## src/rtl/mm_pkg.sv

```systemverilog
`default_nettype none
// +----------------------------------------------------------------------+
// | Module      : mm_pkg                                                 |
// | Description : Shared types and constants for the matrix-multiply     |
// |               sequencing controller (state encoding, default sizes,  |
// |               pass and run lengths).                                 |
// | Revision    : 1.0 - initial release                                  |
// +----------------------------------------------------------------------+
package mm_pkg;

  localparam int N_DEF      = 8;
  localparam int ADDR_W_DEF = 8;
  localparam int CNT_W_DEF  = 11;

  // One pass = CLEAR + N READ + DRAIN + WR1 + WR2
  localparam int PASS_CYC  = N_DEF + 4;
  // N rows, N/2 column pairs per row
  localparam int TOTAL_CYC = (N_DEF / 2) * N_DEF * PASS_CYC;

  typedef enum logic [2:0] {
    ST_IDLE  = 3'd0,
    ST_CLEAR = 3'd1,
    ST_READ  = 3'd2,
    ST_DRAIN = 3'd3,
    ST_WR1   = 3'd4,
    ST_WR2   = 3'd5,
    ST_DONE  = 3'd6
  } state_t;

endpackage
`default_nettype wire

```

## src/rtl/mm_addr_gen.sv

```systemverilog
`default_nettype none
// +----------------------------------------------------------------------+
// | Module      : mm_addr_gen                                            |
// | Description : row/col/k counters and address generation for the     |
// |               matrix-multiply sequencer.                             |
// | Ports       : clk, reset (async, active-low)                         |
// |               clr       - zero row, col and k                        |
// |               step_k    - advance k (wraps to 0 after N-1)           |
// |               next_pair - advance to the next column pair / row      |
// |               read      - READ state: drive live read addresses      |
// |               wr, wr_sel- write state and column select for c_addr   |
// |               last_k, last_pair - end-of-dot-product / end-of-run    |
// |               addr_a, addr_b1, addr_b2, c_addr - address outputs     |
// | Revision    : 1.0 - initial release                                  |
// +----------------------------------------------------------------------+
module mm_addr_gen #(
  parameter int N      = 8,
  parameter int ADDR_W = 8
) (
  input  logic              clk,
  input  logic              reset,
  input  logic              clr,
  input  logic              step_k,
  input  logic              next_pair,
  input  logic              read,
  input  logic              wr,
  input  logic              wr_sel,
  output logic              last_k,
  output logic              last_pair,
  output logic [ADDR_W-1:0] addr_a,
  output logic [ADDR_W-1:0] addr_b1,
  output logic [ADDR_W-1:0] addr_b2,
  output logic [ADDR_W-1:0] c_addr
);

  localparam logic [ADDR_W-1:0] c_n        = ADDR_W'(N);
  localparam logic [ADDR_W-1:0] c_last_idx = ADDR_W'(N - 1);
  localparam logic [ADDR_W-1:0] c_last_col = ADDR_W'(N - 2);

  logic [ADDR_W-1:0] r_row, r_col, r_k;
  logic [ADDR_W-1:0] r_hold_a, r_hold_b1, r_hold_b2;
  logic [ADDR_W-1:0] w_a, w_b1, w_b2;

  assign w_a  = r_row * c_n + r_k;
  assign w_b1 = r_k * c_n + r_col;
  assign w_b2 = w_b1 + ADDR_W'(1);

  assign last_k    = (r_k == c_last_idx);
  assign last_pair = (r_row == c_last_idx) && (r_col == c_last_col);

  always_ff @(posedge clk or negedge reset) begin
    if (!reset) begin
      r_row <= '0;
      r_col <= '0;
      r_k   <= '0;
    end else if (clr) begin
      r_row <= '0;
      r_col <= '0;
      r_k   <= '0;
    end else begin
      if (step_k)
        r_k <= last_k ? '0 : r_k + ADDR_W'(1);
      // On the final pair the counters stay put; the next start clears them.
      if (next_pair && !last_pair) begin
        if (r_col == c_last_col) begin
          r_col <= '0;
          r_row <= r_row + ADDR_W'(1);
        end else begin
          r_col <= r_col + ADDR_W'(2);
        end
      end
    end
  end

  // Read addresses keep the last issued value outside READ so the RAMs
  // see no spurious address activity between passes.
  always_ff @(posedge clk or negedge reset) begin
    if (!reset) begin
      r_hold_a  <= '0;
      r_hold_b1 <= '0;
      r_hold_b2 <= '0;
    end else if (read) begin
      r_hold_a  <= w_a;
      r_hold_b1 <= w_b1;
      r_hold_b2 <= w_b2;
    end
  end

  assign addr_a  = read ? w_a  : r_hold_a;
  assign addr_b1 = read ? w_b1 : r_hold_b1;
  assign addr_b2 = read ? w_b2 : r_hold_b2;
  assign c_addr  = wr ? (r_row * c_n + r_col + ADDR_W'(wr_sel)) : '0;

endmodule
`default_nettype wire

```

## src/rtl/mat_mult_sched.sv

```systemverilog
`default_nettype none
// +----------------------------------------------------------------------+
// | Module      : mat_mult_sched                                         |
// | Description : Sequencing controller for C = A x B (NxN, int8). Each  |
// |               pass computes two C columns (MAC0: col, MAC1: col+1)   |
// |               then writes both results to the output RAM.            |
// | Ports       : clk, reset (async, active-low), start, abort           |
// |               addr_a/addr_b1/addr_b2 - RAM read addresses            |
// |               mac_clr/mac_en         - MAC control                   |
// |               c_we/c_sel/c_addr      - output RAM write              |
// |               busy, done, cycle_count - status                       |
// | Revision    : 1.0 - initial release                                  |
// +----------------------------------------------------------------------+
module mat_mult_sched
  import mm_pkg::*;
#(
  parameter int N      = N_DEF,      // even, N*N <= 2**ADDR_W
  parameter int ADDR_W = ADDR_W_DEF,
  parameter int CNT_W  = CNT_W_DEF
) (
  input  logic              clk,
  input  logic              reset,
  input  logic              start,
  input  logic              abort,
  output logic [ADDR_W-1:0] addr_a,
  output logic [ADDR_W-1:0] addr_b1,
  output logic [ADDR_W-1:0] addr_b2,
  output logic              mac_clr,
  output logic              mac_en,
  output logic              c_we,
  output logic              c_sel,
  output logic [ADDR_W-1:0] c_addr,
  output logic              busy,
  output logic              done,
  output logic [CNT_W-1:0]  cycle_count
);

  localparam logic [CNT_W-1:0] c_cnt_max = '1;

  state_t           r_state, w_next;
  logic             r_rd_issued;
  logic [CNT_W-1:0] r_cycles;
  logic             w_accept, w_clr, w_step_k, w_next_pair;
  logic             w_read, w_wr, w_last_k, w_last_pair;

  // start is only honoured when idle or done, and abort always wins
  assign w_accept    = start && !abort && (r_state == ST_IDLE || r_state == ST_DONE);
  assign w_clr       = w_accept || abort;
  assign w_step_k    = (r_state == ST_READ) && !abort;
  assign w_next_pair = (r_state == ST_WR2) && !abort;

  mm_addr_gen #(
    .N      (N),
    .ADDR_W (ADDR_W)
  ) u_addr_gen (
    .clk       (clk),
    .reset     (reset),
    .clr       (w_clr),
    .step_k    (w_step_k),
    .next_pair (w_next_pair),
    .read      (w_read),
    .wr        (w_wr),
    .wr_sel    (c_sel),
    .last_k    (w_last_k),
    .last_pair (w_last_pair),
    .addr_a    (addr_a),
    .addr_b1   (addr_b1),
    .addr_b2   (addr_b2),
    .c_addr    (c_addr)
  );

  // State register
  always_ff @(posedge clk or negedge reset) begin
    if (!reset) r_state <= ST_IDLE;
    else        r_state <= w_next;
  end

  // Next-state logic
  always_comb begin
    w_next = r_state;
    if (abort) begin
      w_next = ST_IDLE;
    end else begin
      case (r_state)
        ST_IDLE, ST_DONE: if (start) w_next = ST_CLEAR;
        ST_CLEAR:         w_next = ST_READ;
        ST_READ:          if (w_last_k) w_next = ST_DRAIN;
        ST_DRAIN:         w_next = ST_WR1;
        ST_WR1:           w_next = ST_WR2;
        ST_WR2:           w_next = w_last_pair ? ST_DONE : ST_CLEAR;
        default:          w_next = ST_IDLE;
      endcase
    end
  end

  // Output decode
  always_comb begin
    w_read  = (r_state == ST_READ);
    w_wr    = (r_state == ST_WR1) || (r_state == ST_WR2);
    mac_clr = (r_state == ST_CLEAR);
    // RAM data arrives one cycle after the read, so accumulate in the
    // cycle following each issued read (READ k>=1 and DRAIN).
    mac_en  = r_rd_issued && ((r_state == ST_READ) || (r_state == ST_DRAIN));
    c_we    = w_wr;
    c_sel   = (r_state == ST_WR2);
    busy    = (r_state != ST_IDLE) && (r_state != ST_DONE);
    done    = (r_state == ST_DONE);
  end

  always_ff @(posedge clk or negedge reset) begin
    if (!reset) r_rd_issued <= 1'b0;
    else        r_rd_issued <= (r_state == ST_READ);
  end

  // Counts busy cycles; frozen on abort and in DONE, saturates at max.
  always_ff @(posedge clk or negedge reset) begin
    if (!reset)
      r_cycles <= '0;
    else if (w_accept)
      r_cycles <= '0;
    else if (busy && !abort && (r_cycles != c_cnt_max))
      r_cycles <= r_cycles + CNT_W'(1);
  end

  assign cycle_count = r_cycles;

endmodule
`default_nettype wire

```

## config.mk

```make
export PLATFORM = sky130hd
export DESIGN_NAME = mat_mult_sched
export DESIGN_NICKNAME = d
export VERILOG_FILES = /design/src/rtl/mm_pkg.sv /design/src/rtl/mm_addr_gen.sv /design/src/rtl/mat_mult_sched.sv
export SDC_FILE = /design/constraint.sdc
export NUM_CORES = 1
export LEC_CHECK = 0
export CORE_MARGIN = 8
export CORE_UTILIZATION = 50
export CTS_BUF_LIST = sky130_fd_sc_hd__clkbuf_8 sky130_fd_sc_hd__clkbuf_16
export DETAILED_ROUTE_END_ITERATION = 12
export PLACE_DENSITY = 0.75
export RECOVER_POWER = 25
export SYNTH_ARGS = -nofsm -noshare
export SYNTH_HDL_FRONTEND = slang
export SYNTH_HIERARCHICAL = 1
export SYNTH_SLANG_ARGS = --single-unit
```

## constraint.sdc

```tcl
create_clock -name clk -period 6.65 [get_ports clk]
set_clock_uncertainty 0.1 [all_clocks]
set_input_delay 1.33 -clock clk [delete_from_list [all_inputs] [get_ports clk]]
set_output_delay 1.33 -clock clk [all_outputs]
set_load 0.02 [all_outputs]
```

### Yosys cells after proc, flatten, opt, wreduce, memory -nomap -nowiden

Cells that the tools add are included.

| storage, ports and cells | value |
|---|---|
| register bits after elaboration | 63 |
| output and inout port bits | 49 |
| word-level logic and storage cells | 76 |

| cells by class | value |
|---|---|
| $add $sub $neg | 9 |
| equal/unequal tests | 13 |
| muxes and demuxes | 20 |
| reductions and logical operators | 25 |

Operators by type and width:

| operator | count |
|---|---|
| two-way mux 8 bit | 13 |
| adder 8 x 1 -> 8 bit (second input constant) | 3 |
| adder 8 bit | 3 |
| == test 8 x 3 -> 1 bit (second input constant) | 3 |
| two-way mux 11 bit | 2 |
| case mux 3 bit (6 select lines) | 1 |
| two-way mux 3 bit | 4 |
| adder 11 x 1 -> 11 bit (second input constant) | 1 |
| inequality test 11 bit (second input constant) | 1 |
| logical AND 1 bit | 10 |
| == test 3 bit (second input constant) | 3 |
| inequality test 3 bit (second input constant) | 3 |
| adder 8 x 1 -> 8 bit | 1 |
| adder 8 x 2 -> 8 bit (second input constant) | 1 |
| nonzero test 2 bit | 4 |
| == test 3 x 2 -> 1 bit (second input constant) | 2 |
| logical OR 1 bit | 4 |
| AND reduction 2 bit | 2 |
| == test 3 x 1 -> 1 bit (second input constant) | 1 |
| logical NOT 3 bit | 1 |
| nonzero test 3 bit | 1 |
| logical NOT 1 bit | 2 |
| OR reduction 2 bit | 1 |

### Depth between registers and ports, before layout

Gate-level depths: netlist (run 1).

| logic depth | value |
|---|---|
| depth in word-level cells | 6 |
| mapped depth | 10 |
| depth with buffers taken out | 8 |

### Cells and area by module

The synthesis (run 1) kept the hierarchy.

By module, submodules not included:

| module | times used | cells an instance | area an instance (µm²) | seq. area each (µm²) |
|---|---|---|---|---|
| mm_addr_gen | 1 | 295 | 2806.4 | 1176.1 |
| mat_mult_sched | 1 | 99 | 913.4 | 375.4 |

### Least setup slack after synthesis (run 1)

Ideal clock, no wire load.

| path | value |
|---|---|
| path type | register -> output |
| start point | reg r_state[2] |
| end point | out addr_b1[1] |
| arrival | 1994 ps |
| data required time | 5220 ps |
| path slack | 3226 ps |
| stages on the path, launching flop included | 9 |
| path buffers | 4 |
| cells stage by stage | dfrtp_1 -> buf_6 -> or2b_1 -> nor2_1 -> clkbuf_1 -> clkbuf_1 -> clkbuf_1 -> nand2_1 -> o21ai_0 |

| on the way | value |
|---|---|
| word-level cells in the longest chain between the ends | 2 |

Ends and longest elaborated chain:

| what | RTL line | source |
|---|---|---|
| start, declared | mat_mult_sched.sv:40 | `state_t r_state, w_next;` |
| start signal, assigned | mat_mult_sched.sv:75 | `else r_state <= w_next;` |
| == test 3 x 2 -> 1 bit | mat_mult_sched.sv:98 | `w_read = (r_state == ST_READ);` |
| net w_read | mat_mult_sched.sv:44 | `logic w_read, w_wr, w_last_k, w_last_pair;` |
| two-way mux 8 bit | - |  |
| end, declared | mat_mult_sched.sv:26 | `output logic [ADDR_W-1:0] addr_b1,` |

The timed path passes the listed nets, and every way through them passes these cells.

### Worst setup path in the final report (run 1)

| path | value |
|---|---|
| start point | reg r_state[1] |
| end point | out addr_b1[6] |

Same word-level chain as after synthesis.

==> summary.md, run 1 <==
| Metric | Value |
|---|---|
| Placer congestion estimate | approximately 0.85 |
| Reg2reg setup slack | 3.79 ns |
| Synth Instances | about 390 |
| Final setup TNS | 0 ns |
| Internal power | 704 uW |
| Sequential cell area fraction in the yosys report | 0.417 |
| Hold WC Path Type | reg -> reg |
| EDFF count, synth | 0 |
| Core area | between 7000 and 8000 um^2 |
| Nature of the critical path endpoint | output port |
| CTS-repair resized insts | 0 |
| CTS buffer count | 9 |
| Htree depth | 3 |
| Most frequent cells in the layout | dfrtp_1, clkdlybuf4s50_1, nand2_1 |
| Via count | 2983 |
| Failing checks | capacitance limit, slew limit |
| Drt via density | around 5.5 |
| Syn_nets | around 420 |
| CTS tree | done |
| Setup violators final | 0 |
| Switch share | 0.282 |
| Clock power frac | 0.377 |
| Ports | 53 |
| Hold_sp | u_addr_gen/r_hold_b2[0] |
| Ys Warns | 6 |
| Worst R2R Start | r_state[1] |
| Share of layout cells above drive strength 1 | 0.0964 |
| Dpl ws | 2.61 ns |
| Fin. max-slew vios | around 100 |
| WHS | around 0.37 ns |
| Fin util | 0.623 |
| Flop pwr share | 0.431 |
| Final period util | 0.762 |
| Adder-Cell Fraction of Synth Area | 0.0679 |
| Worst-path clk slew | approximately 0.07 ns |
| Post-route ant nets | 0 |
| Initial antenna violation count | 0 |
| Syn Std Cell Area | 3720 um^2 |
| Max VDD drop | approximately 100 uV |
| Detailed Place HPWL | a little over 6 mm |
| Met3 Usage GRT | 0.0272 |
| Mean routed wirelength per cell | between 15 and 20 um |
| Largest family of logic cells by synthesized area | simple AND/OR/NAND/NOR gates |
| Tmin final | 5.07 ns |
| Synth Area in Simple Gates | 0.239 |
| Syn Area/Cell | ~9.4 um^2 |
| Worst-Skew Late Latency | between 0.3 and 0.4 ns |
| Run status | finished with violations |
| Final non-filler cell total | 545 |
| Cells after DPL | 530 |
| Worst-path fanout max | 36 |
| Initial DRC Count | approximately 120 |
| Initial Util | 0.516 |
| Grt peak-use layer | met2 |
| Post-synth top flop | dfrtp_1 |
| CP startpoint kind | flip-flop |
| Die Ht | ~100 um |
| Area of the die | approximately 10000 um^2 |
| Design Area, Final | about 4500 um^2 |
| Multi-input logic area | 1970 um^2 |
| Synth Area in XOR/XNOR | 0.0420 |
| Max-Cap Viols | 2 |
| Comb power frac | 0.193 |
| Final net count | roughly 470 |
| DRC viols | 0 |
| Cell count of the worst hold path | 1 |
| Cell Area, Placed | approximately 4300 um^2 |
| Sw Pwr | around 280 uW |
| Clock sink count | 62 |
| Global-route met2 utilization | 0.265 |
| Port bufs | 52 |
| M1 GR Usage | 0.211 |
| Worst hold path endpoint | u_addr_gen/r_hold_b2[0] |
| Async SR Flop Fraction | 1.00 |
| Critical Path AT | about 3.6 ns |
| Vias in the first global route | 2925 |
| FF+latch count, synth | 62 |
| WP data required | 5.22 ns |
| Largest net degree at the start of global routing | between 60 and 70 |
| Area Overhead vs Synth | 20.8% |
| Total track usage | 0.165 |
| WS Path Type | reg -> out |
| Die X | 102 um |
| Relative slew slack | -1.16 |
| Fmax | about 0.2 GHz |
| Synth cell types | 59 |
| Multiplexer share of the synthesized area | 0.0562 |
| Post-CTS Setup Bufs | 0 |
| Filler cell count in the final layout | 637 |
| Commonest non-fill, non-tap cell in the layout | dfrtp_1 |
| Worst-case reg-to-reg path depth | 6 |
| Final WS setup | 1.58 ns |
| FF+latch area | ~1600 um^2 |
| Static Leakage | between 1.5 and 2 nW |
| First-pass GRT wire length | about 14 mm |
| Hold bufs inserted after CTS | 0 |
| R2R Path End | u_addr_gen/r_row[7] |
| Remaining global-route overflow | 0 |
| Synth Area in Compound Gates | 0.121 |
| Maximum root-to-sink buffer count | 2 |
| Rows | 31 |
| Slew @ Worst Pin | ~3.2 ns |
| DR pass1 iterations | 4 |
| Inserted Diodes | 0 |
| Final hold violations | 0 |
| Routed WL | 8.26 mm |
| Clock Tree Root | clkbuf_8 |
| RSZ-0062 raised after global routing | false |
| Cell Pwr Density | between 200 and 250 nW/um^2 |
| Total power | roughly 980 uW |
-- flip-flops by register name (all words and copies together), names as in the netlist --
register / flops
cycle_count: 11
r_rd_issued: 1
r_state: 3
u_addr_gen/r_col: 7
u_addr_gen/r_hold_a: 8
u_addr_gen/r_hold_b1: 8
u_addr_gen/r_hold_b2: 8
u_addr_gen/r_k: 8
u_addr_gen/r_row: 8
-- synthesized netlist by cell type, types with 8 or more instances --
cell,number,area (um^2)
dfrtp_1,62,1550
nand2_1,30,113
inv_1,29,109
nor2_1,25,93.8
o21ai_0,25,125
ha_1,17,213
a21oi_1,16,80.1
nor3_1,15,75.1
nand3_1,13,65.1
mux2_2,11,124
nor2b_1,11,68.8
clkbuf_1,10,37.5
xnor2_1,10,87.6
and2_1,9,56.3
nand4_1,8,50.1
-- metal layers --
metal  share of wire  vias to the layer above
li1                -                     1484
met1            0.47                     1418
met2            0.46                       70
met3           0.054                       11
met4           0.014                        0
met5               0                        -
-- area by class of cell --
type	instances	area share
Tap cell	99	0.0276
Multi-Input combinational cell	286	0.437
Clock inverter	4	0.0156
Inverter	29	0.0242
Timing Repair Buffer	54	0.116
Clock buffer	11	0.0337
Sequential cell	62	0.345
-- cell families after synthesis --
| kind of cell | Yosys count |
|---|---|
| AND/OR/NAND/NOR | 160 |
| AO/OA/AOI/OAI | 70 |
| flip-flops | 62 |
| buffers and inverters | 46 |
| adder cells (fa/ha/maj) | 19 |
| multiplexers | 19 |
| XOR/XNOR | 17 |
| other | 1 |
-- power groups by stage --
stage / logic (mW) / clock network (mW) / registers (mW)
after floorplan: 0.115 / 0 / 0.427
after global placement: 0.187 / 0 / 0.428
after detailed placement: 0.192 / 0 / 0.429
after CTS: 0.192 / 0.376 / 0.422
after global routing: 0.208 / 0.392 / 0.425
final: 0.189 / 0.369 / 0.422
-- worst max-delay path: stages, from the launching register on --
cell,delay (ns)
dfrtp_1,0.53
or2b_1,0.33
nor2_2,0.09
clkbuf_1,1.10
nand2_1,0.10
mux2_2,0.33
o21ai_0,0.14
clkdlybuf4s50_1,0.68
-- worst max path at each step --
stage / start / to / slack, ns / cells past startpoint
finish: r_state[1] / addr_b1[6] / 1.58 / 7
global route: r_state[1] / addr_b1[6] / 1.27 / 7
CTS: u_addr_gen/r_col[3] / addr_b2[7] / 2.35 / 8
detailed placement: abort / u_addr_gen/r_row[7] / 2.61 / 7
global placement: abort / u_addr_gen/r_row[7] / 2.70 / 7
floorplan: r_state[2] / addr_b1[1] / 3.23 / 8
(Power assumes the default switching activity.)
==> inputs of run 2 (changes only) <==
==> constraint.sdc (replaced) <==
create_clock -name clk -period 5.2 [get_ports clk]
set_clock_uncertainty 0.1 [all_clocks]
set_input_delay 1.04 -clock clk [delete_from_list [all_inputs] [get_ports clk]]
set_output_delay 1.04 -clock clk [all_outputs]
set_load 0.02 [all_outputs]
==> run 2 against run 1 <==
Effect of this change: the run still ends with capacitance limit, slew limit left; utilization is 0.052 points higher; via count up 3.1%; final area about the same; die area stayed put; clock power increased by 28%; sequential share of layout area about the same; count of clock-buffer cells in the layout fell by 2; total power grew 28%; register-to-register slack got worse by 1.5 ns; critical path depth stayed put; non-clock buffer count unchanged; worst hold slack got worse by 0.0088 ns.
==> summary.md, run 2 (same netlist as run 1, synthesis figures left out) <==
| Metric | Value |
|---|---|
| Tmin final | approximately 4.3 ns |
| Final setup TNS | 0 ns (unchanged) |
| CTS tree | done |
| Cell Pwr Density | 279 nW/um^2 (+28%) |
| CP startpoint kind | flip-flop |
| DRC viols | 0 (unchanged) |
| Hold bufs inserted after CTS | 0 (unchanged) |
| Total power | 1.25 mW (+28%) |
| Routed WL | 8.31 mm (+0.69%) |
| Static Leakage | 1.90 nW (-0.27%) |
| Crit-path leading delay family | simple AND/OR/NAND/NOR gates |
| Placer congestion estimate | 0.821 (-3.2%) |
| Setup violators final | 0 (unchanged) |
| Remaining global-route overflow | 0 (unchanged) |
| Worst-Skew Late Latency | 0.34 ns (about the same) |
| Area Overhead vs Synth | 20.9% (about the same) |
| Failing checks | capacitance limit, slew limit |
| Crit-path max cell delay | 0.61 ns (-0.49 ns) |
| Post-route ant nets | 0 (unchanged) |
| Clock Tree Root | clkbuf_8 |
| Commonest non-fill, non-tap cell in the layout | dfrtp_1 |
| Detailed Place HPWL | 5.92 mm (-2.1%) |
| CTS-repair resized insts | 0 (unchanged) |
| Max-Cap Viols | 1 (-1) |
| Final period util | 0.822 |
| Rows | 31 (unchanged) |
| R2R Path End | u_addr_gen/r_row[7] |
| Final hold violations | 0 (unchanged) |
| Fin. max-slew vios | 63 (-36%) |
| Core area | 7210 um^2 (unchanged) |
| Htree depth | 3 (unchanged) |
| CTS buffer count | 9 (unchanged) |
| Fmax | roughly 0.23 GHz |
| DR pass1 iterations | 4 (unchanged) |
| Hold WC Path Type | reg -> reg |
| Slew @ Worst Pin | 3.23 ns (-0.00121 ns) |
| Initial Util | 0.516 (unchanged) |
| Most frequent cells in the layout | dfrtp_1, clkdlybuf4s50_1, nand2_1 |
| Drt via density | 5.63 (+2.9%) |
| Vias in the first global route | 2983 (+2.0%) |
| RSZ-0062 raised after global routing | false |
| Max VDD drop | 172 uV (+71%) |
| Worst-path clk slew | 0.08 ns (about the same) |
| Final net count | 465 (unchanged) |
| Maximum root-to-sink buffer count | 2 (unchanged) |
| WS Path Type | reg -> out |
| Worst Path Buf+Inv | 2 (unchanged) |
| Worst-path fanout max | 25 (-31%) |
| Port bufs | 52 (unchanged) |
| Mean routed wirelength per cell | 15.2 um (+0.51%) |
| Via count | 3075 (+3.1%) |
| Clock sink count | 62 (unchanged) |
| Relative slew slack | -1.16 (about the same) |
| Worst-case reg-to-reg path depth | 6 (unchanged) |
| Worst R2R Start | r_state[1] |
| Worst setup startpoint | r_state[1] |
| Die X | 102 um (unchanged) |
| CP Depth | 7 (unchanged) |
| WP data required | 4.06 ns (-1.16 ns) |
| Critical Path AT | 3.13 ns (-0.51 ns) |
| Post-CTS Setup Bufs | 0 (unchanged) |
| Initial DRC Count | 172 (+39%) |
| Total track usage | 0.171 (+0.00606) |
| Initial antenna violation count | 0 (unchanged) |
| Termination of the worst setup path | addr_a[7] |
| Nature of the critical path endpoint | output port |
| First-pass GRT wire length | 14.1 mm (+2.8%) |
| Reg2reg setup slack | 2.31 ns (-1.48 ns) |
| Ports | 53 (unchanged) |
| Run status | finished with violations |
| Die Ht | 102 um (unchanged) |
| Slowest CP cell | nor2_2 |
| Cell Chain, Critical Path | or2b_1 -> nor2_2 -> buf_4 -> nand2_1 -> a21oi_1 -> a311o_1 -> clkdlybuf4s50_1 |
| Inserted Diodes | 0 (unchanged) |
| Largest net degree at the start of global routing | 63 (unchanged) |
| Area of the die | 10500 um^2 (unchanged) |
| Max reg flops | 11 (unchanged) |
| Share of layout cells above drive strength 1 | 0.101 (+0.00426) |
-- run 2: worst reg2reg max path: cells and delay by family, from the launching register on --
kind	cells	cell delay (ns)
and+or+nand+nor	5	1.80
muxes	1	0.36
DFF	1	0.50
-- run 2: worst min-delay path by stage --
stage,startpoint,endpoint,slack [ns],depth (start not counted)
4_1_cts,u_addr_gen/r_hold_b2[0],u_addr_gen/r_hold_b2[0],0.37,1
3_3_place_gp,u_addr_gen/r_hold_b2[0],u_addr_gen/r_hold_b2[0],0.34,1
2_1_floorplan,u_addr_gen/r_hold_b2[0],u_addr_gen/r_hold_b2[0],0.41,1
6_report,u_addr_gen/r_hold_b2[0],u_addr_gen/r_hold_b2[0],0.36,1
5_1_grt,u_addr_gen/r_hold_b2[0],u_addr_gen/r_hold_b2[0],0.37,1
3_5_place_dp,u_addr_gen/r_hold_b2[0],u_addr_gen/r_hold_b2[0],0.35,1
-- run 2: area by class of cell --
| class | instances | area [um^2] |
|---|---|---|
| clock buffer | 9 | 124 |
| tap | 99 | 124 |
| clock inverter | 7 | 97.6 |
| inverter | 29 | 109 |
| fill | 602 | 2720 |
| timing repair buffer | 54 | 527 |
| sequential | 62 | 1550 |
| multi-input combinational | 286 | 1970 |
-- run 2: routing by layer --
layer  vias up  track usage  share of wire
met3        16       0.0381          0.057
li1       1479            -              -
met2        75        0.269           0.46
met5         -            0              0
met1      1505        0.218           0.47
met4         0       0.0779          0.017
-- run 2: report_power, final --
group	switching, mW	internal, mW
Clock	0.201	0.271
Sequential	0.0281	0.511
Combinational	0.145	0.0976
Total	0.373	0.880
-- run 2: metrics by stage --
| stage | hold slack [ns] | worst slack, ns | cells | area (um^2) | utilization |
|---|---|---|---|---|---|
| after floorplan | 0.405 | 2.07 | 394 | 3720 | - |
| after global placement | 0.343 | 1.42 | 530 | 4280 | 0.593 |
| after detailed placement | 0.347 | 1.34 | 530 | 4280 | 0.593 |
| after CTS | 0.365 | 0.937 | 546 | 4500 | 0.624 |
| after global routing | 0.375 | 0.520 | 546 | 4500 | 0.623 |
| final | 0.357 | 0.927 | 546 | 4500 | 0.623 |
==> inputs of run 3 (changes only) <==
--- a/config.mk
+++ b/config.mk
@@ -9,7 +9,7 @@
 export CORE_UTILIZATION = 50
 export CTS_BUF_LIST = sky130_fd_sc_hd__clkbuf_8 sky130_fd_sc_hd__clkbuf_16
 export DETAILED_ROUTE_END_ITERATION = 12
-export PLACE_DENSITY = 0.75
+export PLACE_DENSITY = 0.78
 export RECOVER_POWER = 25
 export SYNTH_ARGS = -nofsm -noshare
 export SYNTH_HDL_FRONTEND = slang
==> constraint.sdc (replaced) <==
create_clock -name clk -period 3.6 [get_ports clk]
set_clock_uncertainty 0.1 [all_clocks]
set_input_delay 0.72 -clock clk [delete_from_list [all_inputs] [get_ports clk]]
set_output_delay 0.72 -clock clk [all_outputs]
set_load 0.02 [all_outputs]
==> run 3 against run 2 <==
Effect of this change: largest cell class unchanged; the run still ends with capacitance limit, slew limit left; cell count is 1.1% higher; via count decreased by 1.2%; highest routed layer unchanged; worst hold slack worse by 0.0012 ns; first-iteration DRC count down 43%.
==> summary.md, run 3 (same netlist as run 1, synthesis figures left out) <==
| Metric | Value |
|---|---|
| Run status | finished with violations |
| Failing checks | capacitance limit, slew limit |
| First-pass GRT wire length | 13.9 mm (-1.5%) |
| Static Leakage | 1.95 nW (+2.4%) |
| Area of the die | 10500 um^2 (unchanged) |
| Share of layout cells above drive strength 1 | 0.113 (+0.0119) |
| Inserted Diodes | 0 (unchanged) |
| Die X | 102 um (unchanged) |
| Tmin final | about 3.4 ns |
| Initial antenna violation count | 0 (unchanged) |
| Final setup TNS | 0 ns (unchanged) |
| WS Path Type | reg -> out |
| Port bufs | 52 (unchanged) |
| Total power | 1.75 mW (+39%) |
| Drt via density | 5.50 (-2.3%) |
| Worst R2R Start | r_state[1] |
| Via count | 3037 (-1.2%) |
| Initial Util | 0.516 (unchanged) |
| Vias in the first global route | 3059 (+2.5%) |
| Crit-path max cell delay | 0.64 ns (+0.03 ns) |
| Slowest CP cell | clkdlybuf4s50_1 |
| Worst-path clk slew | 0.07 ns (about the same) |
| Clock sink count | 62 (unchanged) |
| Nature of the critical path endpoint | output port |
| Worst setup startpoint | u_addr_gen/r_col[4] |
| CTS buffer count | 9 (unchanged) |
| Core area | 7210 um^2 (unchanged) |
| Ports | 53 (unchanged) |
| Max VDD drop | 212 uV (+23%) |
| Post-route ant nets | 0 (unchanged) |
| Max reg flops | 11 (unchanged) |
| DR pass1 iterations | 4 (unchanged) |
| WP data required | 2.78 ns (-1.28 ns) |
| Hold WC Path Type | reg -> reg |
| Commonest non-fill, non-tap cell in the layout | dfrtp_1 |
| Cell Chain, Critical Path | ha_1 -> a21o_1 -> a21oi_1 -> mux2_2 -> o21ai_0 -> clkdlybuf4s50_1 |
| Critical Path AT | 2.61 ns (-0.52 ns) |
| Initial DRC Count | 98 (-43%) |
| CTS tree | done |
| Slew @ Worst Pin | 2.12 ns (-1.12 ns) |
| Final period util | 0.953 |
| Max-Cap Viols | 1 (unchanged) |
| Area Overhead vs Synth | 21.8% |
| Routed WL | 8.23 mm (-1.0%) |
| Remaining global-route overflow | 0 (unchanged) |
| Die Ht | 102 um (unchanged) |
| Worst-Skew Late Latency | 0.34 ns (about the same) |
| Maximum root-to-sink buffer count | 2 (unchanged) |
| Final hold violations | 0 (unchanged) |
| Detailed Place HPWL | 6.08 mm (+2.7%) |
| Relative slew slack | -0.412 (+0.744) |
| Reg2reg setup slack | 0.76 ns (-1.55 ns) |
| Termination of the worst setup path | addr_b2[6] |
| RSZ-0062 raised after global routing | false |
| Cell Pwr Density | 385 nW/um^2 (+38%) |
| R2R Path End | u_addr_gen/r_row[7] |
| Htree depth | 3 (unchanged) |
| DRC viols | 0 (unchanged) |
| Mean routed wirelength per cell | 14.9 um (-2.1%) |
| Setup violators final | 0 (unchanged) |
| Rows | 31 (unchanged) |
| Most frequent cells in the layout | dfrtp_1, clkdlybuf4s50_1, inv_1 |
| Fin. max-slew vios | 40 (-37%) |
| Clock Tree Root | clkbuf_8 |
| WHS | 0.356 ns (-0.00119 ns) |
| Worst-path fanout max | 9 (-64%) |
| Total track usage | 0.169 (-0.00194) |
| Fmax | approximately 0.3 GHz |
| Worst-case reg-to-reg path depth | 6 (unchanged) |
| Placer congestion estimate | 0.830 (+1.1%) |
| CP startpoint kind | flip-flop |
| Largest net degree at the start of global routing | 40 (-37%) |
| Final net count | 471 (+1.3%) |
-- run 3: changes by cell type in the layout (fill, tap and decap cells not counted), moves of 3 or more --
cell	delta
buf_4	+6
clkdlybuf4s50_1	-3
dfrtp_1	-3
dfrtp_2	+3
-- run 3: power breakdown --
part | switching (mW) | internal (mW) | total, mW
registers | 0.0396 | 0.739 | 0.779
clock network | 0.266 | 0.351 | 0.617
logic | 0.211 | 0.139 | 0.350
total | 0.516 | 1.23 | 1.75
-- run 3: worst min-delay path by stage --
stage                            startpoint                 endpoint  slack (ns)  cells past startpoint
floorplan                             reset           cycle_count[0]        0.32                      0
global placement    u_addr_gen/r_hold_b2[0]  u_addr_gen/r_hold_b2[0]        0.34                      1
detailed placement  u_addr_gen/r_hold_b2[0]  u_addr_gen/r_hold_b2[0]        0.34                      1
CTS                 u_addr_gen/r_hold_b2[0]  u_addr_gen/r_hold_b2[0]        0.36                      1
global route        u_addr_gen/r_hold_b2[0]  u_addr_gen/r_hold_b2[0]        0.39                      1
finish              u_addr_gen/r_hold_b2[0]  u_addr_gen/r_hold_b2[0]        0.36                      1
-- run 3: area by class of cell --
type	count	area, um^2
well taps	99	124
clock inverters	5	50.0
flip-flops and latches	62	1560
clock buffers	11	151
repair buffers	60	571
multi-input cells	286	1970
fillers	632	2680
inverters	29	109
-- run 3: per-stage QoR --
step                      utilization  cells  instance area [um^2]  setup WS [ns]
after floorplan                     -    394                  3720          0.786
after global placement          0.600    536                  4330          0.397
after detailed placement        0.600    536                  4330          0.301
after CTS                       0.628    552                  4530         0.0786
after global routing            0.628    552                  4530         0.0238
final                           0.628    552                  4530          0.168
-- run 3: repair_timing --
item | in CTS | in global routing
gates resized for setup | 3 | 4
cloned | 0 | 0
setup buffers | 0 | 0
setup endpoints to repair | 3 | 2
hold buffers | 0 | 0
-- run 3: metal layers --
| metal | vias to the layer above | wire, um | global-route usage |
|---|---|---|---|
| li1 | 1499 | - | - |
| met4 | 0 | 101 | 0.0542 |
| met2 | 62 | 3990 | 0.288 |
| met3 | 10 | 441 | 0.0490 |
| met5 | - | 0 | 0 |
| met1 | 1466 | 3700 | 0.198 |
-- run 3: critical path, delay by kind of cell, from the launching register on --
family / cells / cell delay [ns]
AOI/OAI and AO/OA: 3 / 0.45
adders and majority gates: 1 / 0.34
buffers and inverters: 1 / 0.64
DFF: 1 / 0.48
muxes: 1 / 0.36
